===== config.mk =====
export PLATFORM = sky130hd
export DESIGN_NAME = imm_field_encoder
export DESIGN_NICKNAME = d
export VERILOG_FILES = /design/src/rtl/imm_field_encoder_pkg.sv /design/src/rtl/imm_field_encoder_range_check.sv /design/src/rtl/imm_field_encoder.sv
export SDC_FILE = /design/constraint.sdc
export NUM_CORES = 1
export LEC_CHECK = 0
export BUFFER_PORTS_ARGS = -buffer_cell sky130_fd_sc_hd__buf_2
export CELL_PAD_IN_SITES_DETAIL_PLACEMENT = 1
export CELL_PAD_IN_SITES_GLOBAL_PLACEMENT = 2
export CORE_UTILIZATION = 28
export CTS_BUF_LIST = sky130_fd_sc_hd__clkbuf_4 sky130_fd_sc_hd__clkbuf_8
export DETAILED_ROUTE_END_ITERATION = 10
export HOLD_SLACK_MARGIN = 0.05
export PLACE_DENSITY_LB_ADDON = 0.1
export SYNTH_ARGS = -nofsm -noshare
export SYNTH_HDL_FRONTEND = slang
export SYNTH_SLANG_ARGS = --single-unit

===== constraint.sdc =====
create_clock -name clk -period 2 [get_ports clk]
set_input_delay 0.4 -clock clk [delete_from_list [all_inputs] [get_ports clk]]
set_output_delay 0.4 -clock clk [all_outputs]
set_load 0.03 [all_outputs]

===== src/rtl/imm_field_encoder_pkg.sv =====
// Shared constants and the field-packing helper for the immediate encoder
// and the branch-offset range checker.
package imm_field_encoder_pkg;

    typedef enum logic [1:0] {
        SEL_IMM8 = 2'd0,
        SEL_HI4  = 2'd1,
        SEL_LO4  = 2'd2,
        SEL_RSVD = 2'd3
    } sel_e;

    localparam int W_IMM8 = 8;
    localparam int W_NIB  = 4;

    localparam logic [7:0] LIM8_MAX = 8'h7F;
    localparam logic [7:0] LIM8_MIN = 8'h80;
    localparam logic [3:0] LIM4_MAX = 4'h7;
    localparam logic [3:0] LIM4_MIN = 4'h8;

    // Builds the immediate byte; the reserved select passes the base byte through.
    function automatic logic [7:0] pack_field(
        input logic [7:0] low,
        input sel_e       sel,
        input logic [7:0] base,
        input logic       sat_en,
        input logic       sat_hi,
        input logic       sat_lo
    );
        logic [7:0] f8;
        logic [3:0] f4;
        logic [7:0] result;
        f8 = low;
        f4 = low[3:0];
        if (sat_en && sat_hi) begin
            f8 = LIM8_MAX;
            f4 = LIM4_MAX;
        end else if (sat_en && sat_lo) begin
            f8 = LIM8_MIN;
            f4 = LIM4_MIN;
        end
        case (sel)
            SEL_IMM8: result = f8;
            SEL_HI4:  result = {f4, base[3:0]};
            SEL_LO4:  result = {base[7:4], f4};
            default:  result = base;
        endcase
        return result;
    endfunction

endpackage


===== src/rtl/imm_field_encoder_range_check.sv =====
// Combinational fit test of a 16-bit signed value against the selected field.
// The reserved select reports a fit so it never raises overflow.
module imm_range_check
    import imm_field_encoder_pkg::*;
(
    input  logic [15:0] value,
    input  sel_e        sel,
    output logic        fits,
    output logic        sat_hi,
    output logic        sat_lo
);

    logic fit8;
    logic fit4;

    // A value fits when every bit from the field's sign bit upward agrees.
    assign fit8 = (&value[15:W_IMM8-1]) | ~(|value[15:W_IMM8-1]);
    assign fit4 = (&value[15:W_NIB-1])  | ~(|value[15:W_NIB-1]);

    always_comb begin
        fits = 1'b1;
        case (sel)
            SEL_IMM8:         fits = fit8;
            SEL_HI4, SEL_LO4: fits = fit4;
            default:          fits = 1'b1;
        endcase
    end

    assign sat_hi = ~fits & ~value[15];
    assign sat_lo = ~fits &  value[15];

endmodule


===== src/rtl/imm_field_encoder.sv =====
// Two-stage valid/ready encoder packing a signed value into the 8-bit
// instruction immediate, with optional saturation and a sticky overflow count.
module imm_field_encoder
    import imm_field_encoder_pkg::*;
#(
    parameter logic        SAT   = 1'b1,
    parameter int unsigned CNT_W = 8
) (
    input  logic             clk,
    input  logic             rst,
    input  logic             in_valid,
    output logic             in_ready,
    input  logic [15:0]      in_value,
    input  logic [1:0]       in_sel,
    input  logic [7:0]       in_base,
    output logic             out_valid,
    input  logic             out_ready,
    output logic [7:0]       out_field,
    output logic             out_ovf,
    output logic             out_bad_sel,
    output logic [CNT_W-1:0] ovf_count,
    input  logic             clr_count
);

    logic        s1_valid;
    logic [15:0] s1_value;
    sel_e        s1_sel;
    logic [7:0]  s1_base;
    logic        s2_valid;

    logic        s1_adv;
    logic        s2_adv;
    logic        fits;
    logic        sat_hi;
    logic        sat_lo;
    logic [7:0]  field_nxt;
    logic        count_inc;

    // An empty S2 always advances, so bubbles collapse under back-pressure.
    assign s2_adv   = ~s2_valid | out_ready;
    assign s1_adv   = ~s1_valid | s2_adv;
    assign in_ready = s1_adv;
    assign out_valid = s2_valid;

    imm_range_check u_range (
        .value  (s1_value),
        .sel    (s1_sel),
        .fits   (fits),
        .sat_hi (sat_hi),
        .sat_lo (sat_lo)
    );

    assign field_nxt = pack_field(s1_value[7:0], s1_sel, s1_base, SAT, sat_hi, sat_lo);

    always_ff @(posedge clk) begin
        if (rst) begin
            s1_valid    <= 1'b0;
            s1_value    <= '0;
            s1_sel      <= SEL_IMM8;
            s1_base     <= '0;
            s2_valid    <= 1'b0;
            out_field   <= '0;
            out_ovf     <= 1'b0;
            out_bad_sel <= 1'b0;
        end else begin
            if (s1_adv) begin
                s1_valid <= in_valid;
                if (in_valid) begin
                    s1_value <= in_value;
                    s1_sel   <= sel_e'(in_sel);
                    s1_base  <= in_base;
                end
            end
            if (s2_adv) begin
                s2_valid <= s1_valid;
                if (s1_valid) begin
                    out_field   <= field_nxt;
                    out_ovf     <= ~fits;
                    out_bad_sel <= (s1_sel == SEL_RSVD);
                end
            end
        end
    end

    assign count_inc = s2_valid & out_ready & (out_ovf | out_bad_sel);

    // Clear takes priority over a coincident increment.
    always_ff @(posedge clk) begin
        if (rst || clr_count) begin
            ovf_count <= '0;
        end else if (count_inc && (ovf_count != {CNT_W{1'b1}})) begin
            ovf_count <= ovf_count + CNT_W'(1);
        end
    end

endmodule


==> results.py <==
metrics = {
    "floorplan": {
        "pin_count": 51,
        "core.rowCount": 31,
        "dieWidth_um": 89.5,
        "floorplan.initialDensity": 0.292,
        "fp.dieArea_um2": 8010,
        "placeableCoreArea_um2": 7330,
        "height_of_the_die_um": 89.5,
    },
    "timing": {
        "post-route-period-util": 0.945,
        "peak_freq_mhz": 529,
        "worst_slew_margin_rel": 0.511,
        "report.final.slew_viol_count": 0,
        "final_hold_viol_count": 0,
        "least_setup_slack_across_all_paths_after_layout_ps": 111,
        "totalNegativeSetupSlack_ps": 0,
        "period_needed_ps": 1890,
        "rsz_0062_raised_after_global_routing": "no",
        "timing.final.setup_violations": 0,
        "tightestPinTransition_ps": 732,
        "finalClockSkew_ps": 6.18,
    },
    "worst_setup_path": {
        "path_max_fanout": 4,
        "slowest_delay_ps": 540,
        "timing.critical_path.arrival_ps": 2090,
        "reg2reg_slack_ps": 110,
        "criticalPathCategory": "register to register",
        "required_time_worst_endpoint_ps": 2200,
        "worst_setup_path_end_kind": "register",
        "path_cells": "or4_4, o221ai_4, nand2_2, a211o_1, a221oi_1",
        "cell_with_the_biggest_individual_delay_on_the_critical_path": "sky130_fd_sc_hd__or4_4",
        "worst-path-buf-inv": 0,
        "critical_path_source_type": "register",
        "critical-path-top-delay-family": "compound AO/OA/AOI/OAI gates",
    },
    "synthesis": {
        "ys_types": 42,
        "synth_sequential_area_ratio": 0.430,
        "mappedNetlistNets": 302,
        "synthArstFlopShare": 0,
        "synth-adder-area-share": 0.0292,
        "synthesized_area_fraction_occupied_by_xor_and_xnor_cells": 0.0245,
        "synth.largest_area_cell": "sky130_fd_sc_hd__dfxtp_1",
        "synth-warning-count": 0,
        "synth-main-ff-cell": "sky130_fd_sc_hd__dfxtp_1",
        "largest_family_of_logic_cells_by_synthesized_area": "simple AND/OR/NAND/NOR gates",
        "synth.most_common_cell": "sky130_fd_sc_hd__nand2_1",
        "synth.cells.most_frequent": "sky130_fd_sc_hd__nand2_1, sky130_fd_sc_hd__dfxtp_1, sky130_fd_sc_hd__a21oi_1, sky130_fd_sc_hd__nor2_1, sky130_fd_sc_hd__clkbuf_1",
        "fraction_of_synthesized_cell_area_taken_by_the_top_area_cell_type": 0.430,
        "synth-seq-cells": 46,
        "ys_top_cells_by_area": "sky130_fd_sc_hd__dfxtp_1, sky130_fd_sc_hd__nand2_1, sky130_fd_sc_hd__a21oi_1",
        "muxShareOfSynthArea": 0.00525,
        "postSynthAreaPerCell_um2": 8.06,
        "fraction_of_the_mapped_netlist_area_in_simple_logic_gates": 0.249,
        "synth-compound-area-share": 0.222,
        "syn_area_um2": 2140,
        "synth-edff-count": 0,
        "synth_cells": 266,
    },
    "pwr": {
        "power.static_leakage_nw": 1.06,
        "ir_drop_mv": 0.231,
        "cellPowerDensity_nw_per_um2": 721,
        "report.power.total_mw": 1.91,
    },
    "finish": {
        "layout-area-overhead-vs-synth_pct": 23.7,
        "final_layout_size_suffix_gt1_frac": 0.261,
        "final_nets": 357,
        "antennaDiodeCount": 0,
        "finish.instance_area_um2": 2650,
        "final-instance-count-excl-fill": 421,
    },
    "global_routing": {
        "use_met1": 0.219,
        "grt_pass1_wl_um": 9970,
        "pin_count_of_the_biggest_net_entering_global_routing": 20,
        "gr-usage-met2": 0.269,
        "grt.overflow.total": 0,
        "globalRoute.busiestLayer": "met2",
        "groute.usage.overall": 0.166,
        "number_of_antenna_violations_at_the_first_check_in_global_routing": 0,
        "via_count_of_the_first_global_routing_pass": 1997,
        "use_met3": 0.0342,
    },
    "detailed_routing": {
        "drt_iter0_markers": 31,
        "routed_via_density": 4.88,
        "antenna_violating_nets_post_route": 0,
        "vias": 2054,
        "wl_per_cell_um": 14.5,
        "detailedRoute.firstPassIterationCount": 4,
        "detail_route.drc_violations": 0,
        "routed_wl_um": 6100,
    },
    "clock_network": {
        "cts-root-to-sink-buffers": 2,
        "number_of_buffers_added_by_the_clock_tree_synthesis_step": 5,
        "clk_pin_slew_worst_paths_ps": 80,
        "cts.root.buffer_cell": "sky130_fd_sc_hd__clkbuf_8",
        "clock_latency_ps": 300,
        "clock_sink_count": 46,
        "tritoncts": "built",
        "holdBufCountCts": 0,
        "h-tree-depth": 2,
    },
    "place": {
        "place_area_um2": 2540,
        "dp_cells": 412,
        "port_buffers": 50,
        "post-place-ws_ps": 52.5,
        "routabilityCongestion": 0.799,
        "detailedPlacementHpwl_um": 4550,
    },
    "status": {
        "outcome": "finished, final reports clean",
    },
    "hold_path": {
        "worst_hold_check_path_type": "input pin to register",
    },
    "job": {
        "max_cap_viol_count": 0,
    },
}
cells in the final DEF (no fill, tap or decap), types with 4 or more instances in the layout:
cell type                  instances
sky130_fd_sc_hd__nand2_1          63
sky130_fd_sc_hd__buf_2            50
sky130_fd_sc_hd__dfxtp_1          44
sky130_fd_sc_hd__a21oi_1          38
sky130_fd_sc_hd__nor2_1           13
sky130_fd_sc_hd__buf_4            12
sky130_fd_sc_hd__o21ai_0           8
sky130_fd_sc_hd__o211ai_1          8
sky130_fd_sc_hd__inv_1             7
sky130_fd_sc_hd__nand4_1           7
sky130_fd_sc_hd__clkbuf_8          6
sky130_fd_sc_hd__nor2b_1           5
sky130_fd_sc_hd__or3_1             5
sky130_fd_sc_hd__ha_1              5
sky130_fd_sc_hd__xnor2_1           4
sky130_fd_sc_hd__a41oi_1           4
cells by family (layout without fill, tap and decap cells):
kind of cell	count (synthesis)	after routing
AO/OA/AOI/OAI	73	73
XOR/XNOR	6	6
adder cells (fa/ha/maj)	5	5
buffers and inverters	21	77
flip-flops	46	46
multiplexers	1	1
AND/OR/NAND/NOR	114	114
routing by layer:
layer	part of all wire	vias up
met2	0.44	38
met3	0.036	7
met1	0.50	966
li1	-	1043
met4	0.015	0
met5	0	-
final cells by class:
type / instances / area (µm²)
clock buffers: 7 / 90.1
clock inverters: 1 / 5.00
fillers: 906 / 4680
inverters: 7 / 26.3
multi-input cells: 199 / 1140
flip-flops and latches: 46 / 923
well taps: 99 / 124
repair buffers: 62 / 340
tightest hold or removal path, stage by stage:
cell	delay, ps
sky130_fd_sc_hd__buf_2	90
sky130_fd_sc_hd__nand2_1	50
sky130_fd_sc_hd__a21oi_1	50
sequential cells by signal (all words and copies together), names as in the netlist:
| signal | count |
|---|---|
| out_bad_sel | 1 |
| out_field | 8 |
| out_ovf | 1 |
| out_valid | 1 |
| ovf_count | 8 |
| s1_base | 8 |
| s1_sel | 2 |
| s1_valid | 1 |
| s1_value | 16 |
repair_timing:
| item | 4_1_cts | 5_1_grt |
|---|---|---|
| hold endpoints to repair | 0 | 0 |
| setup buffers | 0 | 1 |
| setup endpoints to repair | 0 | 5 |
| gates resized for setup | 0 | 3 |
final timing paths:
kind,endpoint,cells past startpoint,start
setup / recovery,out_field[2],5,s1_value[3]
hold / removal,s1_sel[1],3,in_sel[1]
setup reg to reg,out_field[2],5,s1_value[3]
hold reg to reg,s1_base[0],2,s1_base[0]
power breakdown:
part	internal (mW)	total [mW]	leakage (nW)	switching [mW]
Combinational	0.124	0.308	0.634	0.185
Clock	0.293	0.607	0.0517	0.314
Sequential	0.962	0.997	0.378	0.0356
Total	1.38	1.91	1.06	0.534
through the flow:
| stage | hold slack [ps] | util |
|---|---|---|
| 2_1_floorplan | 437 | - |
| 3_3_place_gp | 451 | 0.346 |
| 3_5_place_dp | 455 | 0.346 |
| 4_1_cts | 322 | 0.359 |
| 5_1_grt | 325 | 0.362 |
| 6_report | 329 | 0.362 |
No activity file was read; power rests on OpenSTA's default activity.
